File: src/rtl/rtc_reg_bank.sv
// -----------------------------------------------------------------------------
// rtc_reg_bank
//
// Purpose:
//   Register bank for a real-time clock. Software writes into a private staging
//   array, either one register at a time or as a burst from a start address.
//   A commit copies every dirty staged register to the live outputs at once, so
//   the clock/timer fields never show a half-updated time.
//   Register order: seconds, minutes, hours, day, month, year,
//   timer seconds, timer minutes, timer hours.
//
// Configuration macro:
//   RTC_BCD_CHECK_EN - when defined, a write whose data has any nibble above 9
//                      is rejected (wr_err pulse). A rejected burst write does
//                      not advance the burst pointer.
//
// Parameters:
//   WIDTH    - bits per register (multiple of 4)
//   NUM_REGS - number of registers
//   ADDR_W   - address width (2**ADDR_W >= NUM_REGS)
//
// Ports:
//   i_clk         - clock, all state updates on the rising edge
//   i_rst_n       - asynchronous active-low reset
//   i_wr_en       - write strobe
//   i_wr_addr     - single-write address / burst start address
//   i_data_in     - write data
//   i_burst_start - load the burst pointer from i_wr_addr and enter BURST
//   i_commit      - copy all dirty staged registers to o_data_out
//   o_data_out    - live registers, register i at [i*WIDTH +: WIDTH]
//   o_dirty       - bit i set while staging[i] holds an uncommitted value
//   o_wr_err      - one-cycle pulse after a rejected write / burst start
//   o_commit_done - one-cycle pulse in the cycle after a commit
//   o_busy        - high while in BURST
// -----------------------------------------------------------------------------
module rtc_reg_bank #(
    parameter int WIDTH    = 8,
    parameter int NUM_REGS = 9,
    parameter int ADDR_W   = 4
) (
    input  logic                      i_clk,
    input  logic                      i_rst_n,
    input  logic                      i_wr_en,
    input  logic [ADDR_W-1:0]         i_wr_addr,
    input  logic [WIDTH-1:0]          i_data_in,
    input  logic                      i_burst_start,
    input  logic                      i_commit,
    output logic [NUM_REGS*WIDTH-1:0] o_data_out,
    output logic [NUM_REGS-1:0]       o_dirty,
    output logic                      o_wr_err,
    output logic                      o_commit_done,
    output logic                      o_busy
);

    typedef enum logic {
        IDLE  = 1'b0,
        BURST = 1'b1
    } state_t;

    localparam logic [ADDR_W-1:0] LAST_IDX = ADDR_W'(NUM_REGS - 1);

    state_t              r_state;
    state_t              w_next_state;
    logic [WIDTH-1:0]    r_staging [NUM_REGS];
    logic [WIDTH-1:0]    r_live    [NUM_REGS];
    logic [NUM_REGS-1:0] r_dirty;
    logic [NUM_REGS-1:0] w_dirty_next;
    logic [ADDR_W-1:0]   r_ptr;
    logic                r_wr_err;
    logic                r_commit_done;

    logic                w_addr_ok;
    logic                w_data_ok;
    logic                w_do_write;
    logic [ADDR_W-1:0]   w_write_idx;
    logic                w_load_ptr;
    logic                w_adv_ptr;
    logic                w_err;

    // One extra bit on the compare so it stays correct when 2**ADDR_W == NUM_REGS.
    assign w_addr_ok = ({1'b0, i_wr_addr} < (ADDR_W + 1)'(NUM_REGS));

`ifdef RTC_BCD_CHECK_EN
    always_comb begin
        w_data_ok = 1'b1;
        for (int n = 0; n < WIDTH / 4; n++) begin
            if (i_data_in[n*4 +: 4] > 4'd9) begin
                w_data_ok = 1'b0;
            end
        end
    end
`else
    assign w_data_ok = 1'b1;
`endif

    // State register.
    always_ff @(posedge i_clk or negedge i_rst_n) begin
        if (!i_rst_n) begin
            r_state <= IDLE;
        end else begin
            r_state <= w_next_state;
        end
    end

    // Next state and per-cycle write decisions. burst_start always wins over
    // wr_en in the same cycle; a commit always drops the FSM back to IDLE.
    always_comb begin
        w_next_state = r_state;
        w_do_write   = 1'b0;
        w_write_idx  = i_wr_addr;
        w_load_ptr   = 1'b0;
        w_adv_ptr    = 1'b0;
        w_err        = 1'b0;
        case (r_state)
            IDLE: begin
                if (i_burst_start) begin
                    if (w_addr_ok) begin
                        w_next_state = BURST;
                        w_load_ptr   = 1'b1;
                    end else begin
                        w_err = 1'b1;
                    end
                end else if (i_wr_en) begin
                    if (w_addr_ok && w_data_ok) begin
                        w_do_write = 1'b1;
                    end else begin
                        w_err = 1'b1;
                    end
                end
            end
            BURST: begin
                if (i_burst_start) begin
                    if (w_addr_ok) begin
                        w_load_ptr = 1'b1;
                    end else begin
                        w_err = 1'b1;
                    end
                end else if (i_wr_en) begin
                    w_write_idx = r_ptr;
                    if (w_data_ok) begin
                        w_do_write = 1'b1;
                        w_adv_ptr  = 1'b1;
                    end else begin
                        w_err = 1'b1;
                    end
                end
            end
            default: begin
                w_next_state = IDLE;
            end
        endcase
        if (i_commit) begin
            w_next_state = IDLE;
        end
    end

    // A commit clears every dirty bit, but a write landing on the same edge
    // re-marks its register because it was not part of that commit.
    always_comb begin
        w_dirty_next = i_commit ? '0 : r_dirty;
        for (int i = 0; i < NUM_REGS; i++) begin
            if (w_do_write && (w_write_idx == ADDR_W'(i))) begin
                w_dirty_next[i] = 1'b1;
            end
        end
    end

    // Staging and live arrays. The commit copies pre-edge staging values.
    always_ff @(posedge i_clk or negedge i_rst_n) begin
        if (!i_rst_n) begin
            for (int i = 0; i < NUM_REGS; i++) begin
                r_staging[i] <= '0;
                r_live[i]    <= '0;
            end
            r_dirty <= '0;
        end else begin
            for (int i = 0; i < NUM_REGS; i++) begin
                if (w_do_write && (w_write_idx == ADDR_W'(i))) begin
                    r_staging[i] <= i_data_in;
                end
                if (i_commit && r_dirty[i]) begin
                    r_live[i] <= r_staging[i];
                end
            end
            r_dirty <= w_dirty_next;
        end
    end

    // Burst pointer wraps from the last register back to 0.
    always_ff @(posedge i_clk or negedge i_rst_n) begin
        if (!i_rst_n) begin
            r_ptr <= '0;
        end else if (w_load_ptr) begin
            r_ptr <= i_wr_addr;
        end else if (w_adv_ptr) begin
            r_ptr <= (r_ptr == LAST_IDX) ? '0 : r_ptr + 1'b1;
        end
    end

    always_ff @(posedge i_clk or negedge i_rst_n) begin
        if (!i_rst_n) begin
            r_wr_err      <= 1'b0;
            r_commit_done <= 1'b0;
        end else begin
            r_wr_err      <= w_err;
            r_commit_done <= i_commit;
        end
    end

    for (genvar g = 0; g < NUM_REGS; g++) begin : g_flat
        assign o_data_out[g*WIDTH +: WIDTH] = r_live[g];
    end

    assign o_dirty       = r_dirty;
    assign o_wr_err      = r_wr_err;
    assign o_commit_done = r_commit_done;
    assign o_busy        = (r_state == BURST);

endmodule

File: config.mk
export PLATFORM = sky130hd
export DESIGN_NAME = rtc_reg_bank
export DESIGN_NICKNAME = d
export VERILOG_FILES = /design/src/rtl/rtc_reg_bank.sv
export SDC_FILE = /design/constraint.sdc
export NUM_CORES = 1
export LEC_CHECK = 0
export ABC_AREA = 1
export BUFFER_PORTS_ARGS = -buffer_cell sky130_fd_sc_hd__buf_2
export CORE_ASPECT_RATIO = 1.4
export CORE_MARGIN = 3
export CORE_UTILIZATION = 50
export DETAILED_ROUTE_END_ITERATION = 10
export HOLD_SLACK_MARGIN = 0.12
export PLACE_DENSITY = 0.72
export SYNTH_ARGS = -nofsm -noshare
export SYNTH_HDL_FRONTEND = slang
export SYNTH_SLANG_ARGS = --single-unit
File: constraint.sdc
create_clock -name i_clk -period 1.7 [get_ports i_clk]
set_input_delay 0.17 -clock i_clk [delete_from_list [all_inputs] [get_ports i_clk]]
set_output_delay 0.17 -clock i_clk [all_outputs]
set_load 0.01 [all_outputs]
==> metrics, run 1 <==
fillcell total 1025; crit path kind primary input to register; layout cells sized above 1 0.369; IO buf count 100; Via-to-Cell Ratio 5.32; fin area 8260 sq um; hold path depth 3; Cell Pwr Density 1270 nW/um^2; vias in the first global route 4905; Cell Chain, Critical Path dlygate4sd3_1, buf_2, inv_1, nand3_1, nand3_1, nand2_1, nor2_4, nand2_2, nand2_1, nand2_1; DP Area 7430 sq um; WL per Instance 17.1 microns; syn avg cell area 11.3 sq um; CTS clock-pin slew for the worst setup and hold paths 0.06 ns; # H-tree levels 4; Synth Instances 585; Initial Util 0.513; Tot Pwr 10.5 mW; # IOs 101; run status complete, no violations; synthesis warning total 0; Layout area overhead 24.5%; most used cell, CP nand2_1; VDD IR max 0.739 mV; # setup viols final 0; cell taking the most area after synthesis dfrtp_1; worst hold-check path type primary input to register; CP max stage delay 0.54 ns; drc violations 0; post-route minimum period 1.64 ns; Die H 142 microns; sequential share of the synthesized area 0.604; die width 103 microns; initial DRC count 389; unrepaired setup endpoints after global routing true; Root Driver clkbuf_16; Startpoint Class primary input; crit path DAT 1.95 ns; Relative slew margins 0.735; antenna-violating nets left 0; Core Box Area 12900 sq um; WL final 15700 microns; Sink Count 160; Detailed Routing Iterations Pass 1 5; Total GRT Usage 0.220; Num CTS Buffers 17; worst reg2reg path depth 8; Crit-path slowest cell dlygate4sd3_1; Synth Net Count 604; die footprint 14700 sq um; Least-Margin Pin Slew 0.396 ns; Final period util 0.963; clock buffer depth 2; fmax 611 MHz; antenna violations before repair 0; n_diodes 0; post-synth top area share 0.604; Skew-Pair Late Insertion Delay 0.42 ns; global-route wire length before repair 24700 microns; CP Data Required Time 2.01 ns; Final Hold Fails 0; Distinct cells, synth 25; Max-Cap Viols 0; Synth area leaders dfrtp_1 60%, mux2_2 12%, nand2_1 9.5%; GPL Wtd Cong 0.932; Slew Viols, Final 0; leakage power 4.55 nW; largest net degree at the start of global routing 50; crit path max fanout 9; skew final 0.00689 ns; # rows 49; Post-Syn Area 6630 sq um; layout net count 747; HPWL Detailed 10400 microns; flops & latches, synth 160; CTS tree done; Setup crit end kind register; aggregate global routing overflow 0; DR vias 4884
## kinds of logic after synthesis
kind of cell,after synthesis,synth area share
buf+inv,47,0.0398
compound gates,13,0.0119
xor+xnor,2,0.00264
mux,72,0.122
fa+ha+maj,2,0.00377
flops,160,0.604
simple gates,289,0.216
## layer usage
layer  GRT usage  wire length (microns)  vias to the layer above
met5           0                      0                        -
met4      0.0771                    292                        0
met3      0.0589                   1060                       25
met2       0.374                   8170                      166
met1       0.268                   6160                     2441
li1            -                      -                     2252
## final cells by class
class | instances | area (sq um) | share of cell area
Tap cell | 178 | 223 | 0.0270
Timing Repair Buffer | 147 | 912 | 0.110
Multi-Input combinational cell | 381 | 2410 | 0.292
Clock inverter | 10 | 185 | 0.0224
Sequential cell | 160 | 4000 | 0.485
Inverter | 21 | 78.8 | 0.00955
Clock buffer | 21 | 440 | 0.0533
## timing repair
action,CTS,global route
hold buffers,7,0
gates cloned,1,2
endpoints found under the hold margin,167,0
gates resized for setup,0,3
setup buffers,2,9
pin swaps,2,4
endpoints found under the setup margin,27,77
## Yosys cell counts
cell and instances:
nand2_1 168, dfrtp_1 160, mux2_2 72, nand3_1 54
nand4_1 36, inv_1 19, buf_2 13, nand2_2 13
buf_6 8, o21ai_0 8, nor2_8 4, buf_4 3
nand2_4 3, nand3_2 3, nor2_1 3, nor2_4 3
a21oi_1 2, clkbuf_1 2, ha_1 2, inv_2 2
nand3_4 2, xor2_1 2, a21oi_4 1, o211ai_1 1
o21ai_1 1
## final timing paths
kind / from / to / slack, ns
setup reg to reg: o_busy$_DFF_PN0_ / r_staging[51]$_DFFE_PN0P_ / 0.09
setup / recovery: i_wr_addr[0] / r_staging[51]$_DFFE_PN0P_ / 0.06
min in group asynchronous: i_rst_n / o_data_out[28]$_DFFE_PN0P_ / 0.22
max in group asynchronous: i_rst_n / o_data_out[40]$_DFFE_PN0P_ / 0.84
hold / removal: i_wr_en / o_wr_err$_DFF_PN0_ / 0.14
hold reg to reg: r_staging[32]$_DFFE_PN0P_ / r_staging[32]$_DFFE_PN0P_ / 0.47
## where the power goes
part	internal [mW]	switching, mW
combinational	0.676	0.880
sequential	4.46	0.394
clock	2.60	1.45
total	7.74	2.72
## worst max-delay path, delay by kind of cell
kind                   cells  cell delay [ns]
buffers and inverters      3             0.76
and+or+nand+nor            7             1.02
## placed cells by master, fill, tap and decap left out, drive strengths merged
| cell type | count |
|---|---|
| nand2 | 184 |
| dfrtp | 160 |
| buf | 140 |
| mux2 | 72 |
| nand3 | 59 |
| nand4 | 36 |
| inv | 22 |
| clkbuf | 21 |
| nor2 | 13 |
| o21ai | 9 |
| dlygate4sd3 | 7 |
| bufinv | 5 |
| a21oi | 3 |
| clkinv | 3 |
| xor2 | 2 |
| ha | 2 |
| o211ai | 1 |
| clkinvlp | 1 |
## state kept, by name (all words and copies together), names as in the netlist
signal and count:
o_data_out 72, r_staging 72, o_dirty 9, r_ptr 4
o_busy 1, o_commit_done 1, o_wr_err 1
## stage by stage
| stage | setup TNS, ns | hold slack, ns | util | instances | worst slack, ns |
|---|---|---|---|---|---|
| 2_1_floorplan | 0 | -0.126 | - | 585 | 0.125 |
| 6_report | 0 | 0.141 | 0.638 | 918 | 0.0622 |
| 4_1_cts | 0 | 0.121 | 0.630 | 907 | 0.00386 |
| 3_5_place_dp | -0.0469 | 0.0971 | 0.574 | 866 | -0.0180 |
| 5_1_grt | -0.00514 | 0.127 | 0.638 | 918 | -0.00294 |
| 3_3_place_gp | 0 | 0.0922 | 0.574 | 866 | 0.0510 |
No activity file was read; power rests on OpenSTA's default activity.
==> run 2, diff against run 1 <==
- PLACE_DENSITY: 0.72 -> 0.79
==> run 2 against run 1 <==
  * Register-to-register slack lost 0.06 ns
  * Critical path type is now register to register
  * Critical endpoint is now r_staging[45]$_DFFE_PN0P_
  * Sequential power barely moved
  * Sequential share of layout area is 0.13 points lower
  * Utilization rose by 0.19 points
  * Combinational power hardly changed
  * Setup slack got worse by 0.032 ns
==> metrics, run 2 (same netlist as run 1, synthesis figures left out) <==
die width 103 microns (unchanged); Root Driver clkbuf_16; Setup crit end kind register; Detailed Routing Iterations Pass 1 5 (unchanged); crit path kind register to register; CP max stage delay 0.46 ns (-0.08 ns); global-route wire length before repair 26600 microns (+7.5%); worst reg2reg path depth 8 (unchanged); VDD IR max 0.801 mV (+8.4%); HPWL Detailed 10800 microns (+4.2%); WL final 16700 microns (+6.5%); antenna-violating nets left 0 (unchanged); Num CTS Buffers 17 (unchanged); Layout area overhead 24.9%; Reg area 4010 sq um (about the same); largest net degree at the start of global routing 59 (+18%); fillcell total 992 (-3.2%); fin area 8280 sq um (+0.30%); unrepaired setup endpoints after global routing true; most frequent cells in the layout 162 x nand2_1, 159 x dfrtp_1, 99 x buf_2; GPL Wtd Cong 0.861 (-7.6%); most used cell, CP nand2_1; WL per Instance 18.2 microns (+6.5%); worst hold-check path type primary input to register; Total GRT Usage 0.236 (+0.0159); Tot Pwr 10.2 mW (-2.2%); Crit-path slowest cell dfrtp_2; drc violations 0 (unchanged); setup TNS 0 ns (unchanged); CP Data Required Time 2.01 ns (about the same); Max-Cap Viols 0 (unchanged); worst slack, placed -0.0343 ns (-0.0163 ns); layout net count 746 (-0.13%); Startpoint Class register; initial DRC count 353 (-9.3%); Final period util 0.982 (+0.0189); CTS tree done; # rows 49 (unchanged); vias in the first global route 5169 (+5.4%); post-route minimum period 1.67 ns (+0.0322 ns); Util after Layout 0.640 (+0.00194); Cell Chain, Critical Path buf_4, nand4_1, nand2_4, nor2_8, buf_12, nand3_4, nand2_1, nand2_1; Initial Util 0.513 (unchanged); most common cell after layout, fill and taps aside nand2_1; # IOs 101 (unchanged); Cell Pwr Density 1240 nW/um^2 (-2.4%); Least-Margin Pin Slew 0.550 ns (+0.154 ns); IO buf count 100 (unchanged); Final WS setup 0.0300 ns (-0.0322 ns); register-to-register setup slack 0.03 ns (-0.06 ns); Final Hold Fails 0 (unchanged); Sink Count 160 (unchanged); # setup viols final 0 (unchanged); crit path max fanout 9 (unchanged); Relative slew margins 0.633 (-0.102); fmax 599 MHz (-1.9%); run status complete, no violations; DR vias 5091 (+4.2%); # H-tree levels 4 (unchanged); Skew-Pair Late Insertion Delay 0.43 ns (about the same); aggregate global routing overflow 0 (unchanged); skew final 0.00916 ns (+0.00227 ns); clock buffer depth 2 (unchanged); crit path DAT 1.98 ns (+0.03 ns); DP Area 7400 sq um (-0.47%); Die H 142 microns (unchanged); layout cells sized above 1 0.382 (+0.0135); Core Box Area 12900 sq um (unchanged); worst path bufs/invs 2 (-1); antenna violations before repair 0 (unchanged); Slew Viols, Final 0 (unchanged); CTS clock-pin slew for the worst setup and hold paths 0.06 ns (about the same); die footprint 14700 sq um (unchanged); Crit path depth 8 (-2); hold path depth 3 (unchanged); n_diodes 0 (unchanged); Multi-input gate area 2460 sq um (+2.0%); Via-to-Cell Ratio 5.55 (+4.2%); leakage power 4.54 nW (about the same); CP top delay family simple AND/OR/NAND/NOR gates
==> run 2: cell count changes in the layout (fill, tap and decap cells not counted), moves of 2 or more <==
cell | before | now
buf_12 | 3 | 5
buf_4 | 36 | 34
bufinv_16 | 5 | 2
clkbuf_1 | 4 | 2
clkinvlp_4 | 1 | 7
nand2_1 | 168 | 162
nand2_2 | 10 | 14
nand2_4 | 6 | 8
nand3_2 | 3 | 0
nand3_4 | 2 | 5
==> run 2: metrics by stage <==
step                      hold WS, ns  std cells
after global placement          0.164        858
final                           0.146        918
after floorplan                -0.126        585
after CTS                       0.125        899
after detailed placement        0.179        858
after global routing            0.149        918
==> run 2: path summary, 6_finish.rpt <==
check	startpoint	to
max	o_busy$_DFF_PN0_	r_staging[45]$_DFFE_PN0P_
min	i_data_in[4]	r_staging[20]$_DFFE_PN0P_
max reg2reg	o_busy$_DFF_PN0_	r_staging[45]$_DFFE_PN0P_
min reg2reg	r_staging[23]$_DFFE_PN0P_	r_staging[23]$_DFFE_PN0P_
max in group asynchronous	i_rst_n	o_data_out[41]$_DFFE_PN0P_
min in group asynchronous	i_rst_n	o_data_out[24]$_DFFE_PN0P_
==> run 2: cell type report <==
| class | instances | share of cell area |
|---|---|---|
| Inverter | 21 | 0.00952 |
| Clock inverter | 12 | 0.0163 |
| Tap cell | 178 | 0.0269 |
| Timing Repair Buffer | 146 | 0.113 |
| Clock buffer | 20 | 0.0539 |
| Sequential cell | 160 | 0.484 |
| Multi-Input combinational cell | 381 | 0.297 |
==> run 2: where the power goes <==
| part | switching (mW) | total, mW | internal, mW | leakage (nW) |
|---|---|---|---|---|
| Sequential | 0.430 | 4.89 | 4.46 | 2.14 |
| Clock | 1.55 | 3.75 | 2.20 | 0.261 |
| Combinational | 0.905 | 1.59 | 0.685 | 2.14 |
| Total | 2.88 | 10.2 | 7.35 | 4.54 |
==> run 2: routing by layer <==
| layer | track usage | wire, microns |
|---|---|---|
| met1 | 0.277 | 6200 |
| met2 | 0.403 | 9040 |
| met3 | 0.0613 | 999 |
| met4 | 0.103 | 455 |
| met5 | 0 | 0 |
==> run 2: worst reg2reg max path, stage by stage, from the launching register on <==
cell	delay, ns
dfrtp_2	0.46
buf_4	0.16
nand4_1	0.18
nand2_4	0.15
nor2_8	0.15
buf_12	0.14
nand3_4	0.14
nand2_1	0.12
nand2_1	0.06
==> run 2: timing repair <==
item,CTS,global route
hold buffers,7,0
pin swaps,2,6
resized for setup,2,14
setup endpoints to repair,49,71
endpoints found under the hold margin,60,0
gates cloned,1,2
buffers inserted,1,17
